**src/rtl/encoder_fault_monitor_if.sv**
```systemverilog
// Bus between the encoder-check block, encoder_fault_monitor and the motor-control logic.
// The master drives sampling control and raw encoder inputs; the slave returns decoded sector and fault status.
interface encoder_fault_monitor_if;
  logic       enable;
  logic [7:0] uvw_data;
  logic [7:0] encoder_error_data;
  logic       fault_ack;
  logic       sample_stb;
  logic [2:0] hall_code;
  logic [2:0] sector;
  logic       fault;
  logic [1:0] fault_code;
  logic [7:0] err_total;

  modport master (
    output enable, uvw_data, encoder_error_data, fault_ack,
    input  sample_stb, hall_code, sector, fault, fault_code, err_total
  );

  modport slave (
    input  enable, uvw_data, encoder_error_data, fault_ack,
    output sample_stb, hall_code, sector, fault, fault_code, err_total
  );
endinterface

```
**src/rtl/encoder_fault_monitor.sv**
```systemverilog
// Periodic hall/encoder-error sampler: decodes the commutation sector, counts bad samples, latches a fault.
// Define HALL_SEQ_CHECK_EN to also reject hall steps that skip a sector (fault class 11).
module encoder_fault_monitor #(
  parameter int SAMPLE_DIV  = 1000,
  parameter int FAULT_LIMIT = 4
) (
  input logic                    clk_in,
  input logic                    rst_n_in,
  encoder_fault_monitor_if.slave bus
);
  typedef enum logic [1:0] {IDLE, WAIT, SAMPLE, FAULT} state_t;

  localparam logic [15:0] DIV_LAST  = 16'(SAMPLE_DIV - 2);
  localparam logic [2:0]  CNT_LAST  = 3'(FAULT_LIMIT - 1);
  localparam logic [1:0]  CODE_NONE = 2'b00;
  localparam logic [1:0]  CODE_HALL = 2'b01;
  localparam logic [1:0]  CODE_ENC  = 2'b10;
  localparam logic [1:0]  CODE_SEQ  = 2'b11;

  state_t      state_q, state_d;
  logic [15:0] div_q, div_d;
  logic [2:0]  cnt_q, cnt_d;
  logic        prev_valid_q, prev_valid_d;
  logic        stb_q, stb_d;
  logic [2:0]  hall_q, hall_d;
  logic [2:0]  sector_q, sector_d;
  logic        fault_q, fault_d;
  logic [1:0]  fault_code_q, fault_code_d;
  logic [7:0]  err_total_q, err_total_d;

  logic [2:0]  new_code;
  logic [2:0]  new_sector;
  logic        trans_ok;
  logic [1:0]  bad_class;
  logic        trip;
  logic        unused_bits;

  function automatic logic [2:0] hall_to_sector(input logic [2:0] code);
    case (code)
      3'b001:  return 3'd1;
      3'b011:  return 3'd2;
      3'b010:  return 3'd3;
      3'b110:  return 3'd4;
      3'b100:  return 3'd5;
      3'b101:  return 3'd6;
      default: return 3'd0;
    endcase
  endfunction

  assign new_code    = bus.uvw_data[2:0];
  assign new_sector  = hall_to_sector(new_code);
  assign unused_bits = ^{bus.uvw_data[7:3], bus.encoder_error_data[7:1]};

`ifdef HALL_SEQ_CHECK_EN
  logic [2:0] sector_up;
  logic [2:0] sector_dn;
  // Only a hold or a single-sector step either way is a plausible rotor move between samples.
  assign sector_up = (sector_q == 3'd6) ? 3'd1 : sector_q + 3'd1;
  assign sector_dn = (sector_q == 3'd1) ? 3'd6 : sector_q - 3'd1;
  assign trans_ok  = !prev_valid_q || (new_sector == sector_q) ||
                     (new_sector == sector_up) || (new_sector == sector_dn);
`else
  assign trans_ok  = 1'b1;
`endif

  always_comb begin
    bad_class = CODE_NONE;
    if (bus.encoder_error_data[0]) begin
      bad_class = CODE_ENC;
    end else if (new_sector == 3'd0) begin
      bad_class = CODE_HALL;
    end else if (!trans_ok) begin
      bad_class = CODE_SEQ;
    end
  end

  assign trip = (bad_class != CODE_NONE) && (cnt_q == CNT_LAST);

  always_ff @(posedge clk_in or negedge rst_n_in) begin
    if (!rst_n_in) begin
      state_q      <= IDLE;
      div_q        <= '0;
      cnt_q        <= '0;
      prev_valid_q <= 1'b0;
      stb_q        <= 1'b0;
      hall_q       <= '0;
      sector_q     <= '0;
      fault_q      <= 1'b0;
      fault_code_q <= CODE_NONE;
      err_total_q  <= '0;
    end else begin
      state_q      <= state_d;
      div_q        <= div_d;
      cnt_q        <= cnt_d;
      prev_valid_q <= prev_valid_d;
      stb_q        <= stb_d;
      hall_q       <= hall_d;
      sector_q     <= sector_d;
      fault_q      <= fault_d;
      fault_code_q <= fault_code_d;
      err_total_q  <= err_total_d;
    end
  end

  always_comb begin
    state_d = state_q;
    case (state_q)
      IDLE:    if (bus.enable) state_d = WAIT;
      WAIT: begin
        if (!bus.enable) begin
          state_d = IDLE;
        end else if (div_q == DIV_LAST) begin
          state_d = SAMPLE;
        end
      end
      SAMPLE: begin
        if (trip) begin
          state_d = FAULT;
        end else if (!bus.enable) begin
          state_d = IDLE;
        end else begin
          state_d = WAIT;
        end
      end
      FAULT:   if (bus.fault_ack) state_d = IDLE;
      default: state_d = IDLE;
    endcase
  end

  // The strobe is registered from the next state so it is high exactly during SAMPLE.
  always_comb begin
    div_d        = div_q;
    cnt_d        = cnt_q;
    prev_valid_d = prev_valid_q;
    hall_d       = hall_q;
    sector_d     = sector_q;
    fault_d      = fault_q;
    fault_code_d = fault_code_q;
    err_total_d  = err_total_q;
    stb_d        = (state_d == SAMPLE);
    case (state_q)
      IDLE: begin
        div_d        = '0;
        cnt_d        = '0;
        prev_valid_d = 1'b0;
      end
      WAIT: div_d = div_q + 16'd1;
      SAMPLE: begin
        div_d = '0;
        if (bad_class == CODE_NONE) begin
          hall_d       = new_code;
          sector_d     = new_sector;
          prev_valid_d = 1'b1;
          cnt_d        = '0;
        end else begin
          cnt_d = cnt_q + 3'd1;
          if (err_total_q != 8'hFF) begin
            err_total_d = err_total_q + 8'd1;
          end
          if (trip) begin
            fault_d      = 1'b1;
            fault_code_d = bad_class;
          end
        end
      end
      FAULT: begin
        if (bus.fault_ack) begin
          fault_d      = 1'b0;
          fault_code_d = CODE_NONE;
        end
      end
      default: ;
    endcase
  end

  assign bus.sample_stb = stb_q;
  assign bus.hall_code  = hall_q;
  assign bus.sector     = sector_q;
  assign bus.fault      = fault_q;
  assign bus.fault_code = fault_code_q;
  assign bus.err_total  = err_total_q;
endmodule

```
**src/flat_wrapper.sv**
```systemverilog
// flat-port wrapper written by rule: the top's interface ports become plain ports
module encoder_fault_monitor_flat 
#(
  parameter int SAMPLE_DIV  = 1000,
  parameter int FAULT_LIMIT = 4
)
  (clk_in, rst_n_in, bus_enable, bus_uvw_data, bus_encoder_error_data, bus_fault_ack, bus_sample_stb, bus_hall_code, bus_sector, bus_fault, bus_fault_code, bus_err_total);
  encoder_fault_monitor_if bus_i ();
  input logic clk_in;
  input logic rst_n_in;
  input wire logic [$bits(bus_i.enable)-1:0] bus_enable;
  input wire logic [$bits(bus_i.uvw_data)-1:0] bus_uvw_data;
  input wire logic [$bits(bus_i.encoder_error_data)-1:0] bus_encoder_error_data;
  input wire logic [$bits(bus_i.fault_ack)-1:0] bus_fault_ack;
  output wire logic [$bits(bus_i.sample_stb)-1:0] bus_sample_stb;
  output wire logic [$bits(bus_i.hall_code)-1:0] bus_hall_code;
  output wire logic [$bits(bus_i.sector)-1:0] bus_sector;
  output wire logic [$bits(bus_i.fault)-1:0] bus_fault;
  output wire logic [$bits(bus_i.fault_code)-1:0] bus_fault_code;
  output wire logic [$bits(bus_i.err_total)-1:0] bus_err_total;
  assign bus_i.enable = bus_enable;
  assign bus_i.uvw_data = bus_uvw_data;
  assign bus_i.encoder_error_data = bus_encoder_error_data;
  assign bus_i.fault_ack = bus_fault_ack;
  assign bus_sample_stb = bus_i.sample_stb;
  assign bus_hall_code = bus_i.hall_code;
  assign bus_sector = bus_i.sector;
  assign bus_fault = bus_i.fault;
  assign bus_fault_code = bus_i.fault_code;
  assign bus_err_total = bus_i.err_total;
  encoder_fault_monitor #(.SAMPLE_DIV(SAMPLE_DIV), .FAULT_LIMIT(FAULT_LIMIT)) u_core (.clk_in(clk_in), .rst_n_in(rst_n_in), .bus(bus_i));
endmodule
```
**config.mk**
```make
export PLATFORM = sky130hd
export DESIGN_NAME = encoder_fault_monitor_flat
export DESIGN_NICKNAME = d
export VERILOG_FILES = /design/src/rtl/encoder_fault_monitor_if.sv /design/src/rtl/encoder_fault_monitor.sv /design/src/flat_wrapper.sv
export SDC_FILE = /design/constraint.sdc
export NUM_CORES = 1
export LEC_CHECK = 0
export ABC_CLOCK_PERIOD_IN_PS = 2040
export CORE_MARGIN = 5
export CORE_UTILIZATION = 25
export DETAILED_ROUTE_END_ITERATION = 16
export GPL_TIMING_DRIVEN = 1
export SYNTH_ARGS = -nofsm -noshare
export SYNTH_HDL_FRONTEND = slang
export SYNTH_SLANG_ARGS = --single-unit
```
**constraint.sdc**
```tcl
create_clock -name clk_in -period 2.04 [get_ports clk_in]
set_input_delay 0.204 -clock clk_in [delete_from_list [all_inputs] [get_ports clk_in]]
set_output_delay 0.204 -clock clk_in [all_outputs]
set_load 0.03 [all_outputs]
```
== After elaboration in Yosys (flattened, before gate mapping) ==
Cells that the tools add are included.
Widths: inputs -> output; s select.
Storage, ports and cells
  flip-flop bits (word level): 39
  input port bits: 20
  output and inout bits: 18
  word-level logic and storage cells: 62
Cells by class
  add/subtract/negate cells: 3
  eq/ne operators: 16
  mux-type cells: 21
  bitwise logic cells: 1
  reductions and logical operators: 12
Operators with widths (number)
  $pmux 16 s2: 1
  $mux 2: 9
  $pmux 3 s6: 1
  $add 16x1->16 const B: 1
  $eq 16x10->1 const B: 1
  $eq 3x2->1 const B: 3
  $eq 3x3->1 const B: 3
  $add 8x1->8 const B: 1
  $ne 8x8->1 const B: 1
  $pmux 2 s4: 1
  $reduce_bool 2->1: 4
  $eq 2x2->1 const B: 3
  $pmux 3 s2: 1
  $mux 1: 5
  $logic_not 2->1: 2
  $ne 2x2->1 const B: 2
  $pmux 2 s2: 1
  $reduce_and 4->1: 1
  $add 3x1->3 const B: 1
  $eq 3x1->1 const B: 1
  $logic_not 3->1: 1
  $mux 3: 1
  $reduce_and 3->1: 1
  $eq 2x1->1 const B: 1
  6 further kinds: 6

== Logic depth before layout (Yosys ltp) ==
  depth after elaboration: 10
  depth in mapped cells: 6

== Worst setup path before layout ==
No wires, ideal clock.
  path type: register to register
  start: register u_core.div_q[0]
  end: register u_core.state_q[0]
  arrival time: 1.713 ns
  required time: 1.914 ns
  slack: 0.201 ns
  stages on the path, launching flop included: 7
  path buffers: 0
  clock period less this slack: 1.839 ns
  path through: dfrtp_1 > inv_1 > ha_1 > or4b_1 > nor4_1 > o21ai_0 > a221o_1
On the way
  word-level cells in the longest chain between the ends: 4
RTL lines
  start: declaration: RTL line encoder_fault_monitor.sv:21  | logic [15:0] div_q, div_d;
  start signal: assignment: RTL line encoder_fault_monitor.sv:93  | div_q <= div_d;
  $eq 16x10->1: RTL line encoder_fault_monitor.sv:112  | end else if (div_q == DIV_LAST) begin
  $mux 2: RTL line encoder_fault_monitor.sv:112
  $mux 2: RTL line encoder_fault_monitor.sv:110  | if (!bus.enable) begin
  $pmux 2 s4: RTL line encoder_fault_monitor.sv:107  | case (state_q)
  via u_core.state_d[0]: RTL line encoder_fault_monitor.sv:20  | state_t state_q, state_d;
  end signal: assignment: RTL line encoder_fault_monitor.sv:92  | state_q <= state_d;
  end: declaration: RTL line encoder_fault_monitor.sv:20
The timed path passes the listed nets, and every way through them passes these cells.
A chain may end at the register's enable or synchronous reset.

== Worst setup path after layout ==
Same ends and word-level chain as after synthesis.

==> out/summary.txt <==
status -> finished clean
Net Sw Frac -> 27.06%
largest net degree at the start of global routing -> 21
Synth top area share -> 51.05%
most common cell in the synthesized netlist -> dfrtp_1
Place WS -> 45.66 ps
Num CTS Buffers -> 5
CTS H-tree depth -> 2
share of post-route cells with drive strength above 1 -> 15.11%
Placement Rows -> 31
Worst-Skew Late Latency -> 300 ps
Max Cap Viol -> 0
Post-Syn Nets -> 209
DRT Pass-1 Iters -> 4
P_sw -> 417.7 µW
Tmin final -> 1907 ps
Area contributors post-synth -> dfrtp_1 (51%), xor2_1 (5.5%), nand2_1 (3.5%)
Detail Route Antenna Nets -> 0
Reg area -> 975.9 µm²
R2R Path End -> u_core.state_q[0]
number of distinct library cells after synthesis -> 38
Multi-input gate area -> 893.4 µm²
Die Ht -> 97.45 µm
CTS Sinks -> 39
setup violators final -> 0
synthesized flop and latch total -> 39
Fillers -> 748
max_slew headroom -> 63.63%
Power Dens Cells -> 628.7 nW/µm²
Final WS setup -> 132.8 ps
DR DRC count -> 0
initial DRC count -> 62
Crit. End Element -> flop
Leak -> 1.069 nW
Pint -> 1.126 mW
Slew Limit Fails -> 0
I/O pins -> 38
Final Cycle Share -> 93.49%
vias in the first global route -> 1491
area grow syn2layout -> 28.40%
Primary FF master, synth -> dfrtp_1
buffer depth of the longest clock path -> 2
DP Wirelength -> 3.007 mm
global route overflow -> 0
sequential share of the synthesized area -> 51.05%
Total GRT Usage -> 8.923%
max frequency -> 0.5243 GHz
Post-synth EDFFs -> 0
post-DR wirelength/cell -> 12.44 µm
unrepaired setup endpoints after global routing -> false
WP data arrival -> 2090 ps
largest area contributor in the netlist -> dfrtp_1
post-synthesis average cell area -> 10.39 µm²
nets@finish -> 249
first-pass GRT wire length -> 7.100 mm
Ant. Diodes -> 0
yosys warns -> 0
worst min path class -> in2async
most frequent cells after synthesis -> dfrtp_1 (39), nand2_1 (18), nor2_1 (16)
slew of the pin with the lowest slew margin -> 541.3 ps
TritonCTS clock tree -> built
Hold Fails Final Rpt -> 0
maximum fanout along the worst path -> 2
Tot Pwr -> 1.543 mW
Logic pwr share -> 12.4%
Sum Neg Setup Slack -> 0 ps
FFs w/ async S/R, synth -> 100.0%
Flop pwr share -> 53.0%
CP required -> 2220 ps
Die W -> 97.45 µm
clock skew -> 8.597 ps
critical path startpoint category -> flop
Post-Synthesis Cells -> 184
worst vdd ir -> 0.3362 mV
cells on worst reg2reg path -> 6
initial antenna violation count -> 0
Port Buf Inserts -> 25
synthesized cell area -> 1912 µm²
r2r startpoint -> u_core.div_q[0]
Core Box Area -> 7331 µm²
drt total wl -> 4.029 mm
critical path class -> reg2reg
routability cong. -> 0.7951
clock share of power -> 34.5%
CTS Root Cell -> clkbuf_8
via/cell ratio -> 4.620
flop-to-flop setup slack -> 130 ps
full die area -> 9497 µm²
Worst-path clk slew -> 80 ps
DR vias -> 1497
starting density of the core -> 26.08%
[power groups by stage]
stage          clock [mW]  combinational, mW  sequential [mW]
2_1_floorplan           0             0.0513            0.874
3_3_place_gp            0              0.192            0.833
3_5_place_dp            0              0.193            0.834
4_1_cts             0.551              0.195            0.819
5_1_grt             0.589              0.211            0.825
6_report            0.533              0.192            0.819
[stage by stage]
stage	hold slack [ps]	util, %	std cells	cell area, µm²
6_report	403.2	33.49	324	2455
5_1_grt	432.2	33.49	324	2455
4_1_cts	420.9	33.49	324	2455
3_5_place_dp	188.2	32.07	315	2351
3_3_place_gp	195.0	32.07	315	2351
2_1_floorplan	-91.59	-	184	1912
[repair_timing]
| action | 4_1_cts | 5_1_grt |
|---|---|---|
| hold buffers | 1 | 0 |
| endpoints found under the hold margin | 18 | 0 |
| gates resized for setup | 0 | 0 |
| buffers inserted | 0 | 0 |
[cell type report]
class                      instances  share of cell area [%]
tap                               99                   5.046
timing repair buffer              38                   14.07
sequential                        39                   39.76
multi-input combinational        134                   36.39
inverter                           6                  0.9174
clock inverter                     3                   1.019
clock buffer                       5                   2.803
[worst max-delay path, cell delays in order, from the launching register on]
cell and delay [ps]:
dfrtp_1 390, inv_1 60, ha_1 140, or4b_1 440, nor4_1 290, o21ai_0 120
a221o_1 360
[state kept, by name, summed over array words and instances, names as in the netlist]
name / cells
u_core.bus.sample_stb: 1
u_core.state_q: 2
u_core.bus.hall_code: 3
u_core.cnt_q: 3
u_core.bus.fault: 1
u_core.div_q: 16
u_core.bus.sector: 3
u_core.bus.err_total: 8
u_core.bus.fault_code: 2
[metal layers]
| metal | GRT usage [%] | vias up | part of all wire, % |
|---|---|---|---|
| met4 | 1.917 | 0 | 0.45 |
| met5 | 0 | - | 0 |
| met2 | 14.23 | 24 | 47 |
| met1 | 11.71 | 726 | 49 |
| met3 | 3.087 | 2 | 3.7 |
| li1 | - | 745 | - |
[cell usage in the layout, fill, tap and decap left out, types with 2 or more instances in the layout]
cell              n
a21oi_1           9
a31oi_1           2
buf_4            12
clkbuf_8          5
clkdlybuf4s50_1  24
clkinv_4          2
dfrtp_1          39
ha_1              5
inv_1             5
mux2_2            6
mux2i_1           4
nand2_1          18
nand3_1          11
nand4_1           4
nor2_1           16
nor3_1            5
nor4_1            5
o21ai_0           6
o31ai_1           3
or3_1             2
or3_4             2
or4_1             5
xnor2_1           4
xor2_1           12
[cell families after synthesis]
family          synth area share, %
mux                           5.628
flops                         51.05
fa+ha+maj                     3.272
simple gates                  22.51
buf+inv                       2.225
xor+xnor                      7.330
compound gates                7.984
[worst max-delay path by stage]
stage / cells after the start / start / endpoint / slack [ps]
6_report: 6 / u_core.div_q[0] / u_core.state_q[0] / 130
5_1_grt: 6 / u_core.div_q[0] / u_core.state_q[0] / 20
4_1_cts: 6 / u_core.div_q[0] / u_core.state_q[0] / 110
3_5_place_dp: 5 / bus_uvw_data[1] / u_core.bus.err_total[4] / 50
3_3_place_gp: 5 / bus_uvw_data[1] / u_core.bus.err_total[1] / 60
2_1_floorplan: 6 / u_core.div_q[0] / u_core.state_q[0] / 200
Power figures use the tool's default switching activity.
